`config.mk`:
```
export PLATFORM = sky130hd
export DESIGN_NAME = i2s_tx
export DESIGN_NICKNAME = d
export VERILOG_FILES = /design/src/rtl/i2s_tx.sv
export SDC_FILE = /design/constraint.sdc
export NUM_CORES = 1
export LEC_CHECK = 0
export BUFFER_PORTS_ARGS = -buffer_cell sky130_fd_sc_hd__buf_4
export CORE_MARGIN = 2
export CORE_UTILIZATION = 57
export DETAILED_ROUTE_END_ITERATION = 8
export PLACE_DENSITY = 0.84
export SYNTH_ARGS = -nofsm -noshare
export SYNTH_HDL_FRONTEND = slang
export SYNTH_SLANG_ARGS = --single-unit
```
`constraint.sdc`:
```
create_clock -name clk -period 3.45 [get_ports clk]
set_input_delay 0.69 -clock clk [delete_from_list [all_inputs] [get_ports clk]]
set_output_delay 0.69 -clock clk [all_outputs]
set_load 0.005 [all_outputs]
```
`src/rtl/i2s_tx.sv`:
```
// I2S transmitter: a one-entry stereo holding register feeds a 2*SLOT_W frame shift register.
// BCLK and LRCLK come from clk. Optional macro I2S_TX_UNDERRUN_REPEAT_EN repeats the last frame on underrun.
module i2s_tx #(
    parameter int CLK_DIV  = 6,
    parameter int SAMPLE_W = 18,
    parameter int SLOT_W   = 32
) (
    input  logic                clk,
    input  logic                rst,
    input  logic                in_valid,
    output logic                in_ready,
    input  logic [SAMPLE_W-1:0] in_left,
    input  logic [SAMPLE_W-1:0] in_right,
    output logic                BCLK,
    output logic                LRCLK,
    output logic                SDATA,
    output logic                underrun
);

    localparam int FRAME_W = 2 * SLOT_W;
    localparam int DIV_W   = (CLK_DIV > 1) ? $clog2(CLK_DIV) : 1;
    localparam int K_W     = $clog2(FRAME_W);

    localparam logic [DIV_W-1:0] DIV_LAST = DIV_W'(CLK_DIV - 1);
    localparam logic [K_W-1:0]   K_LAST   = K_W'(FRAME_W - 1);
    localparam logic [K_W-1:0]   LR_RISE  = K_W'(SLOT_W - 1);

    // Left sample MSB-first at the top of the frame, right sample at the top of the lower slot.
    function automatic logic [FRAME_W-1:0] pack_frame(input logic [SAMPLE_W-1:0] l,
                                                      input logic [SAMPLE_W-1:0] r);
        logic [FRAME_W-1:0] f;
        f = '0;
        f[FRAME_W-1 -: SAMPLE_W] = l;
        f[SLOT_W-1 -: SAMPLE_W]  = r;
        return f;
    endfunction

    logic [DIV_W-1:0]    div_cnt;
    logic [K_W-1:0]      k;
    logic [K_W-1:0]      k_next;
    logic                full;
    logic [SAMPLE_W-1:0] hold_left;
    logic [SAMPLE_W-1:0] hold_right;
    logic [FRAME_W-1:0]  shreg;
    logic [FRAME_W-1:0]  idle_frame;
    logic [FRAME_W-1:0]  load_frame;
    logic                div_tc;
    logic                fall_evt;
    logic                frame_load;
    logic                accept;

`ifdef I2S_TX_UNDERRUN_REPEAT_EN
    logic [SAMPLE_W-1:0] last_left;
    logic [SAMPLE_W-1:0] last_right;
`endif

    assign div_tc     = (div_cnt == DIV_LAST);
    assign fall_evt   = div_tc && BCLK;
    assign frame_load = fall_evt && (k == K_LAST);
    assign accept     = in_valid && !full;
    assign in_ready   = !full;
    assign k_next     = frame_load ? '0 : k + K_W'(1);

    always_comb begin
        // NOTE: every output of this block gets a default first, so no latch can be inferred.
        idle_frame = '0;
`ifdef I2S_TX_UNDERRUN_REPEAT_EN
        idle_frame = pack_frame(last_left, last_right);
`endif
        load_frame = full ? pack_frame(hold_left, hold_right) : idle_frame;
    end

    // NOTE: sample storage carries no reset; full alone decides whether its contents are used.
    always_ff @(posedge clk) begin
        if (accept) begin
            hold_left  <= in_left;
            hold_right <= in_right;
        end
    end

    // NOTE: all state updates use <= so each register sees only pre-edge values.
    always_ff @(posedge clk) begin
        if (rst) begin
            div_cnt  <= '0;
            k        <= K_LAST;
            full     <= 1'b0;
            shreg    <= '0;
            BCLK     <= 1'b0;
            LRCLK    <= 1'b0;
            SDATA    <= 1'b0;
            underrun <= 1'b0;
`ifdef I2S_TX_UNDERRUN_REPEAT_EN
            last_left  <= '0;
            last_right <= '0;
`endif
        end else begin
            underrun <= 1'b0;

            if (div_tc) begin
                div_cnt <= '0;
                BCLK    <= !BCLK;
            end else begin
                div_cnt <= div_cnt + DIV_W'(1);
            end

            // Frame logic advances only when BCLK falls, so SDATA/LRCLK are stable at the rise.
            if (fall_evt) begin
                k     <= k_next;
                LRCLK <= (k_next >= LR_RISE) && (k_next != K_LAST);
                if (frame_load) begin
                    SDATA    <= load_frame[FRAME_W-1];
                    shreg    <= load_frame << 1;
                    underrun <= !full;
                    if (full) begin
                        full <= 1'b0;
`ifdef I2S_TX_UNDERRUN_REPEAT_EN
                        last_left  <= hold_left;
                        last_right <= hold_right;
`endif
                    end
                end else begin
                    SDATA <= shreg[FRAME_W-1];
                    shreg <= shreg << 1;
                end
            end

            // Only possible while empty, so it never collides with the load clearing full.
            if (accept) begin
                full <= 1'b1;
            end
        end
    end

endmodule

```
==> run summary <==
status: completed
critical path's largest stage delay: 0.57 ns
proportion of synthesized area in mux cells: 0%
total power after layout: 2.03 mW
Internal: 1.56 mW
Post-DRT Antenna Nets: 0
synthesized cell area: 3780 µm²
via total after detailed routing: 2683
I/O pin cnt: 44
number of buffers created by CTS: 9
clock insertion delay at the later pin of the skew report: 0.37 ns
cell type group with the largest total delay on the critical path: simple AND/OR/NAND/NOR gates
total of cells resized after clock tree synthesis: 0
wire length after detailed routing: 6.40 mm
Nets: 421
portion of total power attributed to combinational logic: 4.3%
count of inserted antenna diode cells: 0
die area: 7300 µm²
Setup crit end kind: flip-flop
required time of the worst setup path: 3.71 ns
H-tree level count: 3
die height: 85.4 µm
Tightest Pin Transition: 0.916 ns
clock-pin slew on the worst setup and hold paths: 0.09 ns
number of input and output port buffers inserted: 43
maximum number of pins on one net before global-route repair: 81
switching portion of total power: 23.1%
count of cell instances traversed by the critical path: 5
Overall Global Routing Usage: 19.3%
kind of critical path: flip-flop to flip-flop
crit path max fanout: 80
number of library cell types mapped by synthesis: 37
first-pass iteration count of the detailed router: 4
count of maximum capacitance violations: 0
combinational family with the most area after synthesis: simple AND/OR/NAND/NOR gates
area of the core: 6390 µm²
CTS tree: done
synthesized-area fraction occupied by and/or/nand/nor cells: 16.9%
Leakage Power: 1.48 nW
Cell Count Post-Placement: 444
total overflow reported by the global router: 0
total nets after synthesis: 394
Die Wd: 85.4 µm
routed length per instance: 13.9 µm
vias in the first global route: 2543
Adder-Cell Fraction of Synth Area: 1.32%
gate count of the mapped netlist: 351
CP arrival: 2.52 ns
depth of the worst register-to-register path: 5
fin crit share: 65.6%
total negative slack for setup checks: 0 ns
average cell area after synthesis: 10.8 µm²
number of buffer and inverter instances along the worst setup path: 1
worst hold-check path type: flip-flop to flip-flop
antenna violations before repair: 0
XOR/XNOR share of the synthesized area: 0.695%
total of flip-flops plus latches after synthesis: 99
site row count: 29
dpl hpwl: 3.96 mm
sequential fraction of the synthesis area: 62.0%
Root Driver: clkbuf_8
count of final hold-check violations: 0
share of post-route cells with drive strength above 1: 16.7%
Period minus WS final: 2.26 ns
synth warn: 0
hold_buf cts: 0
share of the synthesized area in compound gates (AO/OA/AOI/OAI): 14.8%
highest attainable clock frequency: 442 MHz
wire length of the first global-routing pass: 11.2 mm
DRC violation count after routing: 0
Num Clock Sinks: 99
placed instance area: 4090 µm²
final standard cell count with taps included and fillers excluded: 460
ordered cell list for the critical path: ha_1 > and3_2 > buf_4 > nor2_1 > a22o_1
RSZ-0062 raised after global routing: false
max-slew violations: 0
maximum count of clock buffers along a single path: 2
Fillers: 475
violation count after the first detailed-routing iteration: 198
share of total power in sequential cells: 61.7%
Initial Utilization: 59.2%
Final Cell Area: 4280 µm²
final core utilization: 66.9%
clock network power share: 33.9%
largest voltage drop on the vdd net: 0.399 mV
final worst clock skew: 0.0114 ns
average via count per standard cell: 5.83
Synth-to-Final Area Change: 13.1%
Max-Slew Margin vs Limit: 38.8%
switching power of the nets: 0.469 mW
kind of launch point of the worst setup path: flip-flop
final weighted congestion of routability-driven global placement: 0.836
setup violation total in the final timing report: 0
number of cells traversed by the worst hold path: 2
Post CTS Setup Buffer Count: 0
total power per unit cell area: 475 nW/µm²
crit path max-delay cell type: buf_4
-- metrics by stage --
stage	worst slack (ns)	hold slack (ns)
floorplan	0.709	0.432
global route	0.958	0.475
finish	1.19	0.465
global placement	1.32	0.446
detailed placement	1.21	0.451
CTS	1.20	0.465
-- worst paths after layout --
check,start,endpoint,slack (ns)
setup reg to reg,div_cnt[0]$_SDFF_PP0_,shreg[36]$_SDFFE_PP0P_,1.19
setup / recovery,div_cnt[0]$_SDFF_PP0_,shreg[36]$_SDFFE_PP0P_,1.19
hold / removal,shreg[15]$_SDFFE_PP0P_,shreg[15]$_SDFFE_PP0P_,0.47
hold reg to reg,shreg[15]$_SDFFE_PP0P_,shreg[15]$_SDFFE_PP0P_,0.47
-- layout by cell type (no fill, tap or decap), types with 2 or more instances in the layout --
master / synthesis / routed
a211oi_1: 2 / 2
nand3_1: 38 / 38
nor3_1: 3 / 3
a22o_1: 14 / 14
ha_1: 4 / 4
nand4_1: 3 / 3
clkbuf_8: 0 / 9
a21oi_1: 4 / 4
nand2_1: 39 / 39
inv_6: 0 / 2
xor2_1: 3 / 3
a311oi_1: 36 / 36
and3_1: 5 / 4
dfxtp_1: 63 / 63
nand2b_1: 3 / 3
inv_1: 5 / 5
nor2_1: 44 / 44
a211o_1: 2 / 2
edfxtp_1: 36 / 36
inv_8: 0 / 2
buf_4: 1 / 47
-- layer usage --
metal | vias up | wire, µm | track usage, %
li1 | 1344 | - | -
met4 | 0 | 123 | 9.09
met3 | 9 | 313 | 5.06
met5 | - | 0 | 0
met2 | 69 | 3140 | 31.3
met1 | 1261 | 2820 | 24.2
-- synth_stat cells --
cell       count  area [µm²]
nand3b_1       1        7.51
buf_6          2        22.5
inv_1          5        18.8
or3_1          1        6.26
dfxtp_1       63        1260
nor2b_1        2        12.5
a211oi_1       2        15.0
clkbuf_1      18        67.6
nand2b_1       3        18.8
nand2_1       39         146
and4b_1        1        10.0
a21boi_0       1        7.51
nor3_1         3        15.0
nand4_1        3        18.8
edfxtp_1      36        1080
a2111oi_0      1        8.76
buf_4          1        7.51
a21o_1         1        7.51
nand3_1       38         190
o21ai_0        1        5.00
a211o_1        2        17.5
ha_1           4        50.1
o21ai_1        1        5.00
a22o_1        14         123
nor3b_1        1        7.51
a41o_1         1        10.0
and3b_1        1        8.76
xor2_1         3        26.3
a31oi_1        1        6.26
nor2_1        44         165
a21oi_1        4        20.0
buf_2          8        40.0
buf_1          2        7.51
and3_1         5        31.3
o31ai_1        1        7.51
a311oi_1      36         315
a311o_1        1        10.0
-- power groups by stage --
stage	clock, mW	combinational (mW)	sequential (mW)
after floorplan	0	0.0462	1.28
after global placement	0	0.0864	1.28
after detailed placement	0	0.0892	1.28
after CTS	0.711	0.0898	1.25
after global routing	0.750	0.0983	1.26
final	0.689	0.0882	1.25
-- final cells by class --
type                    count  area (µm²)  share of cell area (%)
clock buffers              10         128                    2.99
inverters                   5        18.8                   0.439
repair buffers             47         353                    8.25
clock inverters             6        56.3                    1.32
multi-input cells         216        1280                    30.0
well taps                  77        96.3                    2.25
flip-flops and latches     99        2340                    54.8
-- sequential cells by signal, indices dropped and copies added (netlist names) --
name,count
BCLK,1
LRCLK,1
SDATA,1
div_cnt,3
full,1
hold_left,18
hold_right,18
k,6
shreg,49
underrun,1
-- worst register-to-register path, stage by stage (launching register included) --
cell and delay, ns:
dfxtp_1 0.37, ha_1 0.27, and3_2 0.22, buf_4 0.57, nor2_1 0.41, a22o_1 0.33
-- kinds of logic (layout without fill, tap and decap cells) --
| logic type | Yosys count | in the layout |
|---|---|---|
| DFF | 99 | 99 |
| and+or+nand+nor | 142 | 142 |
| buffers and inverters | 36 | 68 |
| xor gates and xnor gates | 3 | 3 |
| adders and majority gates | 4 | 4 |
| AOI/OAI and AO/OA | 67 | 67 |
Power figures use the tool's default switching activity.
